[src/rtl/pipelined_adder.sv]
// pipelined_adder: WIDTH-bit add/subtract split into STAGES carry segments, one segment per clock.
// Latency: STAGES cycles from accept to out_valid, one result per cycle when not stalled.
// Backpressure: whole pipe advances only when !out_valid || out_ready; in_ready mirrors that.
//
// Ports:
//   clk, rst_n              rising-edge clock, synchronous active-low reset
//   in_valid/in_ready       operand handshake (a, b, c_in, sub, tag)
//   out_valid/out_ready     result handshake (sum, c_out, ovf, out_tag)
//   sat                     saturate request, present only when PADDER_SAT_EN is defined
//
// Build option: define PADDER_SAT_EN to add the sat port and signed saturation on overflow.
module pipelined_adder #(
    parameter int WIDTH  = 64,
    parameter int STAGES = 4,
    parameter int TAG_W  = 4
) (
    input  logic             clk,
    input  logic             rst_n,
    input  logic             in_valid,
    output logic             in_ready,
    input  logic [WIDTH-1:0] a,
    input  logic [WIDTH-1:0] b,
    input  logic             c_in,
    input  logic             sub,
    input  logic [TAG_W-1:0] tag,
    output logic             out_valid,
    input  logic             out_ready,
    output logic [WIDTH-1:0] sum,
    output logic             c_out,
    output logic             ovf,
    output logic [TAG_W-1:0] out_tag
`ifdef PADDER_SAT_EN
    ,
    input  logic             sat
`endif
);

    localparam int SEG  = WIDTH / STAGES;
    localparam int LAST = STAGES - 1;
    localparam int MSB  = WIDTH - 1;

    // Per-stage registers. Operands are kept full width so every stage can
    // index its own segment with the same expression; segments already
    // consumed are simply never read again.
    logic             vld_q  [STAGES];
    logic [WIDTH-1:0] a_q    [STAGES];
    logic [WIDTH-1:0] bx_q   [STAGES];
    logic [WIDTH-1:0] sum_q  [STAGES];
    logic             cy_q   [STAGES];
    logic [TAG_W-1:0] tag_q  [STAGES];
    logic             ovf_q;
`ifdef PADDER_SAT_EN
    logic             sat_q  [STAGES];
`endif

    // Stage inputs: index 0 comes from the ports, index k from stage k-1.
    logic             src_vld [STAGES];
    logic [WIDTH-1:0] src_a   [STAGES];
    logic [WIDTH-1:0] src_bx  [STAGES];
    logic [WIDTH-1:0] src_sum [STAGES];
    logic             src_cy  [STAGES];
    logic [TAG_W-1:0] src_tag [STAGES];
`ifdef PADDER_SAT_EN
    logic             src_sat [STAGES];
`endif

    logic [WIDTH-1:0] nxt_sum [STAGES];
    logic             nxt_cy  [STAGES];
    logic             nxt_ovf;
    logic [SEG:0]     seg;
    logic             adv;

    always_comb begin
        adv = !vld_q[LAST] || out_ready;

        // Subtraction is a + ~b + 1; c_in only matters in add mode.
        src_vld[0] = in_valid;
        src_a[0]   = a;
        src_bx[0]  = sub ? ~b : b;
        src_cy[0]  = sub ? 1'b1 : c_in;
        src_sum[0] = '0;
        src_tag[0] = tag;
`ifdef PADDER_SAT_EN
        src_sat[0] = sat;
`endif
        for (int k = 1; k < STAGES; k++) begin
            src_vld[k] = vld_q[k-1];
            src_a[k]   = a_q[k-1];
            src_bx[k]  = bx_q[k-1];
            src_cy[k]  = cy_q[k-1];
            src_sum[k] = sum_q[k-1];
            src_tag[k] = tag_q[k-1];
`ifdef PADDER_SAT_EN
            src_sat[k] = sat_q[k-1];
`endif
        end

        seg = '0;
        for (int k = 0; k < STAGES; k++) begin
            seg = {1'b0, src_a[k][k*SEG +: SEG]}
                + {1'b0, src_bx[k][k*SEG +: SEG]}
                + {{SEG{1'b0}}, src_cy[k]};
            // Lower segments finished by earlier stages ride along unchanged.
            nxt_sum[k]                = src_sum[k];
            nxt_sum[k][k*SEG +: SEG]  = seg[SEG-1:0];
            nxt_cy[k]                 = seg[SEG];
        end

        // Signed overflow: operands share a sign but the sum does not.
        nxt_ovf = (src_a[LAST][MSB] == src_bx[LAST][MSB])
               && (nxt_sum[LAST][MSB] != src_a[LAST][MSB]);

`ifdef PADDER_SAT_EN
        // On overflow the true result's sign is a's sign: clamp towards it.
        if (src_sat[LAST] && nxt_ovf) begin
            nxt_sum[LAST] = src_a[LAST][MSB] ? {1'b1, {(WIDTH-1){1'b0}}}
                                             : {1'b0, {(WIDTH-1){1'b1}}};
        end
`endif
    end

    always_ff @(posedge clk) begin
        if (!rst_n) begin
            for (int k = 0; k < STAGES; k++) begin
                vld_q[k] <= 1'b0;
                a_q[k]   <= '0;
                bx_q[k]  <= '0;
                sum_q[k] <= '0;
                cy_q[k]  <= 1'b0;
                tag_q[k] <= '0;
`ifdef PADDER_SAT_EN
                sat_q[k] <= 1'b0;
`endif
            end
            ovf_q <= 1'b0;
        end else if (adv) begin
            for (int k = 0; k < STAGES; k++) begin
                vld_q[k] <= src_vld[k];
                a_q[k]   <= src_a[k];
                bx_q[k]  <= src_bx[k];
                sum_q[k] <= nxt_sum[k];
                cy_q[k]  <= nxt_cy[k];
                tag_q[k] <= src_tag[k];
`ifdef PADDER_SAT_EN
                sat_q[k] <= src_sat[k];
`endif
            end
            ovf_q <= nxt_ovf;
        end
    end

    assign in_ready  = adv;
    assign out_valid = vld_q[LAST];
    assign sum       = sum_q[LAST];
    assign c_out     = cy_q[LAST];
    assign ovf       = ovf_q;
    assign out_tag   = tag_q[LAST];

endmodule

[config.mk]
export PLATFORM = sky130hd
export DESIGN_NAME = pipelined_adder
export DESIGN_NICKNAME = d
export VERILOG_FILES = /design/src/rtl/pipelined_adder.sv
export SDC_FILE = /design/constraint.sdc
export NUM_CORES = 1
export LEC_CHECK = 0
export ABC_AREA = 1
export ABC_CLOCK_PERIOD_IN_PS = 17650
export CAP_MARGIN = 5
export CORE_UTILIZATION = 42
export DETAILED_ROUTE_END_ITERATION = 8
export GPL_TIMING_DRIVEN = 1
export HOLD_SLACK_MARGIN = 0.03
export MAX_ROUTING_LAYER = met4
export PLACE_DENSITY_LB_ADDON = 0.3
export SLEW_MARGIN = 20
export SYNTH_ARGS = -nofsm -noshare
export SYNTH_HDL_FRONTEND = slang
export SYNTH_SLANG_ARGS = --single-unit
export TNS_END_PERCENT = 50
[constraint.sdc]
create_clock -name clk -period 17.65 [get_ports clk]
set_input_delay 3.53 -clock clk [delete_from_list [all_inputs] [get_ports clk]]
set_output_delay 3.53 -clock clk [all_outputs]
set_load 0.01 [all_outputs]
==> results.tsv, run 1 <==
stage	metric	value	unit
finish	most common cell after layout, fill and taps aside	nor2_1	
floorplan	io pins	210	
critical_path	CP max FO	3	
run_status	outcome	finished clean	
synth	Seq/Total Area, Yosys	62.4	%
critical_path	CP Launch Type	input port	
finish	antenna cell count	0	
pwr	sequential share of power	50.6	%
finish	fin util	51.8	%
timing	Final Skew	0.0181	ns
pwr	Leakage	9.57	nW
routing	Post-DRT Antenna Nets	0	
pwr	Clock Power Share	38.4	%
clocking	Post-CTS Setup Repair Bufs	0	
floorplan	Die Wd	209	um
critical_path	Setup crit end	in_ready	
finish	Final Net Count	2197	
flow_run	Max-Cap Viols	0	
routing	vias after detailed routing	11500	
finish	share of cells above drive strength 1	4.75	%
timing	count of pins over their slew limit	0	
pwr	cell-internal power	0.00164	W
synth	synth top area cells	edfxtp_1 62%, nor2_1 8.6%, inv_1 7.5%	
clocking	Clock Latency Late Sink	0.54	ns
clocking	CTS H-tree depth	2	
placed_design	dpl ws	9.40	ns
clocking	TritonCTS Buffers	40	
critical_path	crit path launch	out_ready	
timing	final cycle utilization of the critical path	46.7	%
pwr	power density cells	96.8	nW/um^2
synth	synthesized area	18000	um^2
clocking	clk buf depth	3	
pwr	logic gate share of total power	10.9	%
floorplan	die height	209	um
synth	distinct cell type count after synthesis	36	
synth	syn nets	1988	
global_route	global-route wire length before repair	52.6	mm
finish	P&R area growth vs syn	20.9	%
synth	dominant cell type by area after synthesis	edfxtp_1	
critical_path	cell depth of the worst flop-to-flop path	4	
routing	Via density	4.48	
timing	fin crit period	8.25	ns
timing	Slew headroom	29.6	%
routing	DRT iter0 DRCs	576	
timing	Tightest Pin Transition	1.06	ns
floorplan	floorplan core area	42100	um^2
timing	setup violators final	0	
critical_path	CP Class	input port to output port	
timing	Hold Fails Final Rpt	0	
timing	FMAX	121	MHz
placed_design	Post-DP HPWL	21.9	mm
critical_path	CP Capture Type	output port	
critical_path	reg2reg setup slack	14.82	ns
clocking	PostCTS Resize Cnt	0	
global_route	largest net degree at the start of global routing	141	
floorplan	# rows	75	
routing	drc violations	0	
timing	Setup TNS Final	0	ns
clocking	CTS tree	yes	
synth	mux cell area share after synthesis	0	%
routing	WL/cell	12.6	um
timing	worst setup margin	9.40	ns
global_route	total track usage	15.4	%
clocking	# hold bufs at CTS	0	
routing	DR pass1 iterations	5	
pwr	maximum vdd drop	0.0000532	V
synth	Synth Area in Compound Gates	4.11	%
floorplan	Starting Density	42.8	%
synth	xor/xnor cell area share of the yosys netlist	3.11	%
synth	average size of a mapped cell	10.1	um^2
critical_path	Arrival @ worst endpoint	4.72	ns
synth	share of the synthesized area in the top cell type	61.6	%
clocking	clock slew at reported path FFs	0.06	ns
min_path	class of the worst hold path	flop to flop	
global_route	initial antenna violation count	0	
pwr	switching part of the total	22.4	%
timing	RSZ-0062 raised after global routing	false	
critical_path	Critical R2R Launch	vld_q[3]	
floorplan	Die ar.	43800	um^2
synth	#FFs+latches synth	377	
clocking	clock sink count	377	
global_route	vias in the first global route	10900	
synth	Syn Inst Count	1782	
synth	largest family of logic cells by synthesized area	simple AND/OR/NAND/NOR gates	
finish	commonest cells after routing, fill and taps aside	415 x nor2_1, 370 x edfxtp_1, 359 x inv_1	
pwr	Switch Pwr	0.000474	W
global_route	global route total overflow	0	
placed_design	Port Buf Inserts	209	
placed_design	GP Congestion	0.859	
synth	post-synthesis adder-cell area fraction	5.05	%
synth	YS warnings	0	
synth	post-synthesis simple-gate area fraction	16.0	%
critical_path	reg2reg end	a_q[0][22]	
clocking	Root Buffer	clkbuf_16	
critical_path	CP Data Required Time	14.12	ns
routing	final wirelength	32.3	mm
state kept, by name, indices dropped and copies added (netlist names):
name	flops
sum_q	160
a_q	96
bx_q	96
tag_q	16
cy_q	4
vld_q	4
ovf	1
worst max-delay path: stages:
cell and delay (ns):
clkdlybuf4s50_1 0.47, inv_1 0.05, nand2_2 0.12, clkdlybuf4s50_1 0.55
power by group through the flow:
stage | Clock (W) | Sequential (W) | Combinational [W]
final | 0.000811 | 0.00107 | 0.000231
after global placement | 0 | 0.00109 | 0.000230
after CTS | 0.000838 | 0.00107 | 0.000234
after floorplan | 0 | 0.00109 | 0.000146
after global routing | 0.000869 | 0.00108 | 0.000263
after detailed placement | 0 | 0.00109 | 0.000232
through the flow:
stage | hold slack (ns) | instances | total power (W) | area (um^2)
after floorplan | 0.449 | 1782 | 0.00124 | 18000
after global placement | 0.447 | 2488 | 0.00132 | 20500
after detailed placement | 0.448 | 2488 | 0.00132 | 20500
after CTS | 0.459 | 2560 | 0.00214 | 21800
after global routing | 0.487 | 2560 | 0.00221 | 21800
final | 0.457 | 2560 | 0.00211 | 21800
metal layers:
layer	track usage [%]	vias to the layer above	routed length (um)	share of wire (%)
li1	-	6039	-	-
met1	18.7	5201	14500	45
met5	-	-	0	0
met4	5.25	0	737	2.3
met2	26.0	170	15900	49
met3	2.57	50	1170	3.6
worst min path at each step:
stage	start	end	slack, ns	cells after the start
detailed placement	ovf	ovf	0.45	2
floorplan	vld_q[1]	vld_q[1]	0.45	2
global placement	ovf	ovf	0.45	2
global route	ovf	ovf	0.49	2
CTS	ovf	ovf	0.46	2
finish	ovf	ovf	0.46	2
logic make-up after synthesis:
family / Yosys count
and+or+nand+nor: 726
buffers and inverters: 412
DFF: 377
AOI/OAI and AO/OA: 135
adders and majority gates: 68
xor gates and xnor gates: 64
cells in the mapped netlist:
master	instances
nor2_1	415
edfxtp_1	370
inv_1	360
nand2_1	236
a21oi_1	82
ha_1	60
xnor2_1	48
nand3_1	40
o21ai_0	32
buf_2	28
xor2_1	16
nand2_2	14
buf_6	12
fa_1	8
a21oi_2	7
dfxtp_1	7
buf_4	6
nand3b_1	6
nor3b_1	5
o21a_1	5
nor3_1	4
o21bai_1	4
inv_2	3
o22ai_1	2
a21boi_0	1
and2_1	1
clkbuf_1	1
clkbuf_2	1
clkinv_2	1
nand3_2	1
nor2_2	1
nor3_2	1
o21ai_1	1
o21ai_4	1
or2_0	1
or2_2	1
cell type report:
| class | count | area [um^2] |
|---|---|---|
| Clock buffer | 49 | 1060 |
| Clock inverter | 23 | 214 |
| Multi-Input combinational cell | 993 | 5100 |
| Fill cell | 3770 | 20300 |
| Timing Repair Buffer | 215 | 2130 |
| Tap cell | 539 | 674 |
| Inverter | 364 | 1380 |
| Sequential cell | 377 | 11300 |
Note: power is estimated with default switching activity, not from simulation.
==> run 2: changes to the inputs <==
--- a/config.mk
+++ b/config.mk
@@ -6,7 +6,7 @@
 export NUM_CORES = 1
 export LEC_CHECK = 0
 export ABC_AREA = 1
-export ABC_CLOCK_PERIOD_IN_PS = 17650
+export ABC_CLOCK_PERIOD_IN_PS = 7770
 export CAP_MARGIN = 5
 export CORE_UTILIZATION = 42
 export DETAILED_ROUTE_END_ITERATION = 8
==> constraint.sdc (replaced) <==
create_clock -name clk -period 7.77 [get_ports clk]
set_input_delay 1.554 -clock clk [delete_from_list [all_inputs] [get_ports clk]]
set_output_delay 1.554 -clock clk [all_outputs]
set_load 0.01 [all_outputs]
==> run 2 against run 1 <==
Against the previous run:
- count of clock-buffer cells in the layout decreased by 5
- flip-flop and latch count unchanged
- sequential share of layout area decreased by 0.11 points
- final area increased by 0.21%
- critical path type unchanged
- critical endpoint unchanged
==> results.tsv, run 2 (synthesis gave the netlist of run 1 again) <==
stage	metric	value	unit	change
critical_path	crit-path most repeated cell	clkdlybuf4s50_1		
floorplan	die height	209	um	unchanged
pwr	cell-internal power	0.00371	W	+130%
timing	Slew headroom	32.8	%	+3.3 points
finish	Largest regs	sum_q (160), a_q (96), bx_q (96)		
routing	DR pass1 iterations	5		unchanged
finish	commonest cells after routing, fill and taps aside	414 x nor2_1, 370 x edfxtp_1, 358 x inv_1		
critical_path	Setup crit end	in_ready		
critical_path	cell depth of the worst flop-to-flop path	5		+1
global_route	largest net degree at the start of global routing	191		+35%
routing	final wirelength	31.8	mm	-1.5%
critical_path	CP Launch Type	input port		
timing	hold_ws	0.471	ns	+0.0139 ns
critical_path	Arrival @ worst endpoint	2.78	ns	-1.94 ns
clocking	Root Buffer	clkbuf_16		
timing	final cycle utilization of the critical path	55.8	%	
global_route	global route total overflow	0		unchanged
routing	drc violations	0		unchanged
critical_path	reg2reg setup slack	5.17	ns	-9.65 ns
pwr	Switch Pwr	0.00108	W	+130%
critical_path	Stages on worst setup path	4		unchanged
clocking	clock sink count	377		unchanged
placed_design	Port Buf Inserts	209		unchanged
global_route	total track usage	15.2	%	-0.18 points
routing	Post-DRT Antenna Nets	0		unchanged
finish	Final Net Count	2196		-0.046%
min_path	class of the worst hold path	flop to flop		
floorplan	# rows	75		unchanged
floorplan	floorplan core area	42100	um^2	unchanged
critical_path	CP Capture Type	output port		
critical_path	Critical R2R Launch	vld_q[3]		
floorplan	Die ar.	43800	um^2	unchanged
critical_path	critical-path cell with the highest stage delay	clkdlybuf4s50_1		
pwr	switching part of the total	22.6	%	+0.12 points
critical_path	Worst path max stage delay	0.55	ns	about the same
clocking	PostCTS Resize Cnt	0		unchanged
global_route	global-route wire length before repair	52.2	mm	-0.92%
timing	count of pins over their slew limit	0		unchanged
finish	fin util	51.9	%	+0.11 points
clocking	Clock Latency Late Sink	0.55	ns	about the same
pwr	maximum vdd drop	0.000123	V	+130%
critical_path	CP max FO	3		unchanged
pwr	power density cells	219	nW/um^2	+130%
finish	Most flops, register	sum_q		
floorplan	Starting Density	42.8	%	unchanged
finish	max FFs per register	160		unchanged
global_route	vias in the first global route	10800		-0.95%
critical_path	WP buf/inv	3		unchanged
clocking	clock slew at reported path FFs	0.05	ns	about the same
flow_run	Max-Cap Viols	0		unchanged
critical_path	worst-path cell chain	clkdlybuf4s50_1 > inv_6 > nand2_4 > clkdlybuf4s50_1		
pwr	logic gate share of total power	10.9	%	about the same
finish	P&R area growth vs syn	21.2	%	
timing	Hold Fails Final Rpt	0		unchanged
timing	Setup TNS Final	0	ns	unchanged
critical_path	Worst path top cell family by delay	buffers and inverters		
critical_path	reg2reg end	sum_q[3][52]		
placed_design	Post-DP HPWL	21.4	mm	-2.2%
critical_path	CP Data Required Time	6.22	ns	-7.90 ns
routing	WL/cell	12.4	um	-1.4%
timing	Final Skew	0.0189	ns	+0.000826 ns
placed_design	GP Congestion	0.843		-1.9%
global_route	initial antenna violation count	1		+1
timing	setup violators final	0		unchanged
clocking	TritonCTS Buffers	40		unchanged
routing	Via density	4.46		-0.36%
critical_path	CP Class	input port to output port		
timing	Tightest Pin Transition	1.01	ns	-0.0476 ns
clocking	CTS H-tree depth	2		unchanged
clocking	# hold bufs at CTS	0		unchanged
routing	DRT iter0 DRCs	512		-11%
pwr	sequential share of power	50.6	%	about the same
pwr	Leakage	9.58	nW	about the same
finish	share of cells above drive strength 1	4.86	%	+0.11 points
timing	FMAX	231	MHz	
run_status	outcome	finished clean		
finish	most common cell after layout, fill and taps aside	nor2_1		
timing	RSZ-0062 raised after global routing	false		
floorplan	io pins	210		unchanged
floorplan	Die Wd	209	um	unchanged
clocking	CTS tree	yes		
critical_path	crit path launch	out_ready		
pwr	Clock Power Share	38.5	%	about the same
clocking	clk buf depth	3		unchanged
clocking	Post-CTS Setup Repair Bufs	0		unchanged
timing	fin crit period	4.33	ns	
routing	vias after detailed routing	11400		-0.44%
finish	Filler cells	3794		+0.64%
[run 2: cell types whose count changed in the layout (fill, tap and decap cells not counted), moves of 2 or more]
| cell | before | now |
|---|---|---|
| clkbuf_1 | 8 | 3 |
| buf_4 | 7 | 3 |
| buf_12 | 0 | 3 |
| clkinvlp_4 | 1 | 4 |
| clkinv_1 | 6 | 8 |
| inv_6 | 0 | 2 |
[run 2: stage by stage]
stage / std cells / setup slack, ns / total power (W) / cell area (um^2)
CTS: 2557 / 3.43 / 0.00486 / 21900
floorplan: 1782 / 0.00145 / 0.00280 / 18100
global placement: 2487 / 3.44 / 0.00299 / 20600
global route: 2558 / 3.41 / 0.00501 / 21900
detailed placement: 2487 / 3.43 / 0.00300 / 20600
finish: 2558 / 3.44 / 0.00480 / 21900
[run 2: how the worst min path moves through the flow]
stage / cells past startpoint / slack (ns) / endpoint / start
6_report: 2 / 0.47 / vld_q[1] / vld_q[1]
3_5_place_dp: 2 / 0.46 / ovf / ovf
3_3_place_gp: 2 / 0.45 / ovf / ovf
5_1_grt: 2 / 0.49 / vld_q[1] / vld_q[1]
4_1_cts: 2 / 0.47 / ovf / ovf
2_1_floorplan: 2 / 0.45 / vld_q[1] / vld_q[1]
[run 2: cell type report]
cell class	instances	area (um^2)	share of cell area, %
timing repair buffer	214	2160	9.90
antenna	1	2.50	0.0115
inverter	364	1380	6.30
tap	539	674	3.09
sequential	377	11300	51.5
clock inverter	26	231	1.06
multi-input combinational	993	5120	23.4
clock buffer	44	1040	4.75
[run 2: power groups by stage]
stage                     logic (W)  registers, W  clock network, W
after floorplan            0.000332       0.00247                 0
after global placement     0.000524       0.00247                 0
after detailed placement   0.000526       0.00247                 0
after CTS                  0.000531       0.00243           0.00190
after global routing       0.000597       0.00244           0.00197
final                      0.000523       0.00243           0.00185
[run 2: routing by layer]
layer  vias up  GRT usage, %  wire, um
met5         -             -         0
met2       185          24.6     15500
met3        51          2.69      1350
met4         0          5.65       807
li1       6031             -         -
met1      5143          19.1     14200
[run 2: worst min-delay path, cell delays in order, from the launching register on]
cell     delay, ns
dfxtp_1       0.29
inv_1         0.06
o22ai_1       0.07
==> run 3: changes to the inputs <==
--- a/config.mk
+++ b/config.mk
@@ -6,7 +6,7 @@
 export NUM_CORES = 1
 export LEC_CHECK = 0
 export ABC_AREA = 1
-export ABC_CLOCK_PERIOD_IN_PS = 7770
+export ABC_CLOCK_PERIOD_IN_PS = 4200
 export CAP_MARGIN = 5
 export CORE_UTILIZATION = 42
 export DETAILED_ROUTE_END_ITERATION = 8
==> constraint.sdc (replaced) <==
create_clock -name clk -period 4.2 [get_ports clk]
set_input_delay 0.84 -clock clk [delete_from_list [all_inputs] [get_ports clk]]
set_output_delay 0.84 -clock clk [all_outputs]
set_load 0.01 [all_outputs]
==> run 3 against run 2 <==
Against the previous run:
- routed wire length grew 2.6%
- total power grew 86%
- first-iteration DRC count grew 16%
==> results.tsv, run 3 (synthesis gave the netlist of run 1 again) <==
stage	metric	value	unit	change
floorplan	Die Wd	209	um	unchanged
clocking	clk buf depth	3		unchanged
timing	Tightest Pin Transition	0.863	ns	-0.144 ns
critical_path	Arrival @ worst endpoint	2.17	ns	-0.61 ns
finish	Most flops, register	sum_q		
finish	most common cell after layout, fill and taps aside	nor2_1		
finish	share of cells above drive strength 1	4.95	%	+0.089 points
clocking	TritonCTS Buffers	40		unchanged
floorplan	# rows	75		unchanged
timing	RSZ-0062 raised after global routing	false		
timing	setup violators final	0		unchanged
timing	Hold Fails Final Rpt	0		unchanged
global_route	gr busiest metal	met2		
flow_run	Max-Cap Viols	0		unchanged
finish	Non-Filler Instances	2562		+0.16%
routing	DR pass1 iterations	4		-1
floorplan	floorplan core area	42100	um^2	unchanged
critical_path	crit-path most repeated cell	clkdlybuf4s50_1		
timing	Setup TNS Final	0	ns	unchanged
global_route	vias in the first global route	11200		+3.3%
critical_path	WP buf/inv	3		unchanged
global_route	global route total overflow	0		unchanged
clocking	Post-CTS Setup Repair Bufs	0		unchanged
critical_path	critical-path cell with the highest stage delay	clkdlybuf4s50_1		
finish	P&R area growth vs syn	21.8	%	
routing	final wirelength	32.6	mm	+2.6%
clocking	# hold bufs at CTS	0		unchanged
critical_path	CP Launch Type	input port		
floorplan	Starting Density	42.8	%	unchanged
global_route	global-route wire length before repair	53.3	mm	+2.2%
run_status	outcome	finished clean		
critical_path	Worst path top cell family by delay	buffers and inverters		
finish	commonest cells after routing, fill and taps aside	414 x nor2_1, 370 x edfxtp_1, 358 x inv_1		
clocking	CTS tree	yes		
placed_design	Placed Cells	2492		+0.20%
routing	Via density	4.51		+1.1%
finish	max FFs per register	160		unchanged
placed_design	GP Congestion	0.862		+2.3%
pwr	power density cells	407	nW/um^2	+85%
placed_design	Post-DP HPWL	22.6	mm	+5.8%
pwr	maximum vdd drop	0.000210	V	+70%
floorplan	die height	209	um	unchanged
timing	Final Skew	0.0234	ns	+0.00452 ns
timing	fin crit period	3.01	ns	
floorplan	io pins	210		unchanged
finish	Final Net Count	2201		+0.23%
min_path	class of the worst hold path	flop to flop		
critical_path	CP Capture Type	output port		
critical_path	CP Data Required Time	3.36	ns	-2.86 ns
timing	FMAX	332	MHz	
floorplan	Die ar.	43800	um^2	unchanged
timing	final cycle utilization of the critical path	71.7	%	
finish	Largest regs	sum_q (160), a_q (96), bx_q (96)		
global_route	grt met2 use	26.9	%	+2.2 points
critical_path	Worst path max stage delay	0.67	ns	+0.12 ns
routing	Post-DRT Antenna Nets	0		unchanged
global_route	GR Layer Usage met1	18.3	%	-0.81 points
placed_design	Port Buf Inserts	209		unchanged
clocking	PostCTS Resize Cnt	0		unchanged
routing	vias after detailed routing	11600		+1.3%
clocking	CTS H-tree depth	2		unchanged
critical_path	CP Class	input port to output port		
routing	DRT iter0 DRCs	596		+16%
pwr	Leakage	9.63	nW	+0.47%
global_route	largest net degree at the start of global routing	148		-23%
routing	drc violations	0		unchanged
global_route	total track usage	15.6	%	+0.37 points
critical_path	worst-path cell chain	clkdlybuf4s50_1 > inv_16 > nand2_8 > clkdlybuf4s50_1		
clocking	clock slew at reported path FFs	0.05	ns	about the same
clocking	clock sink count	377		unchanged
clocking	Root Buffer	clkbuf_16		
timing	Slew headroom	42.5	%	+9.6 points
routing	WL/cell	12.7	um	+2.5%
global_route	GR Util met3	2.42	%	-0.27 points
clocking	Clock Latency Late Sink	0.55	ns	about the same
global_route	initial antenna violation count	1		unchanged
critical_path	CP max FO	3		unchanged
timing	count of pins over their slew limit	0		unchanged
==> run 3: changes by cell type in the layout (fill, tap and decap cells not counted), sizes merged <==
cell and delta:
buf +5, bufinv +1, inv -1, clkinvlp -2
clkinv +1
==> run 3: path summary, 6_finish.rpt <==
path	startpoint	to	slack, ns	depth (start not counted)
max	out_ready	in_ready	1.19	4
min	ovf	ovf	0.45	2
max reg2reg	a_q[0][176]	sum_q[3][62]	1.99	12
min reg2reg	ovf	ovf	0.45	2
==> run 3: power breakdown <==
group          switching, W  internal, W
combinational      0.000544     0.000439
sequential        0.0000782      0.00442
clock               0.00138      0.00208
total               0.00200      0.00693
==> run 3: per-stage QoR <==
step | power (W) | worst slack, ns | instance area (um^2) | util [%] | hold WS, ns
6_report | 0.00893 | 1.19 | 22000 | 52.1 | 0.453
4_1_cts | 0.00906 | 1.18 | 22000 | 52.1 | 0.451
2_1_floorplan | 0.00519 | -2.85 | 18100 | - | 0.449
3_5_place_dp | 0.00557 | 0.888 | 20700 | 49.1 | 0.441
3_3_place_gp | 0.00555 | 0.937 | 20700 | 49.1 | 0.444
5_1_grt | 0.00932 | 1.17 | 22000 | 52.1 | 0.469
==> run 3: cell type report <==
type / count / area (um^2)
antenna: 1 / 2.50
clock inverter: 25 / 244
fill: 3766 / 20200
inverter: 364 / 1390
tap: 539 / 674
multi-input combinational: 993 / 5130
clock buffer: 44 / 1040
timing repair buffer: 219 / 2240
sequential: 377 / 11300
==> run 3: worst register-to-register path: cells and delay by family, from the launching register on <==
| kind | cells | cell delay (ns) |
|---|---|---|
| buf+inv | 2 | 0.19 |
| simple gates | 8 | 0.73 |
| flops | 1 | 0.38 |
| fa+ha+maj | 2 | 0.67 |
==> run 3: per-layer routing <==
metal,wire length (um),part of all wire [%]
met5,0,0
met4,994,3.0
met3,1080,3.3
met2,16300,50
met1,14300,44
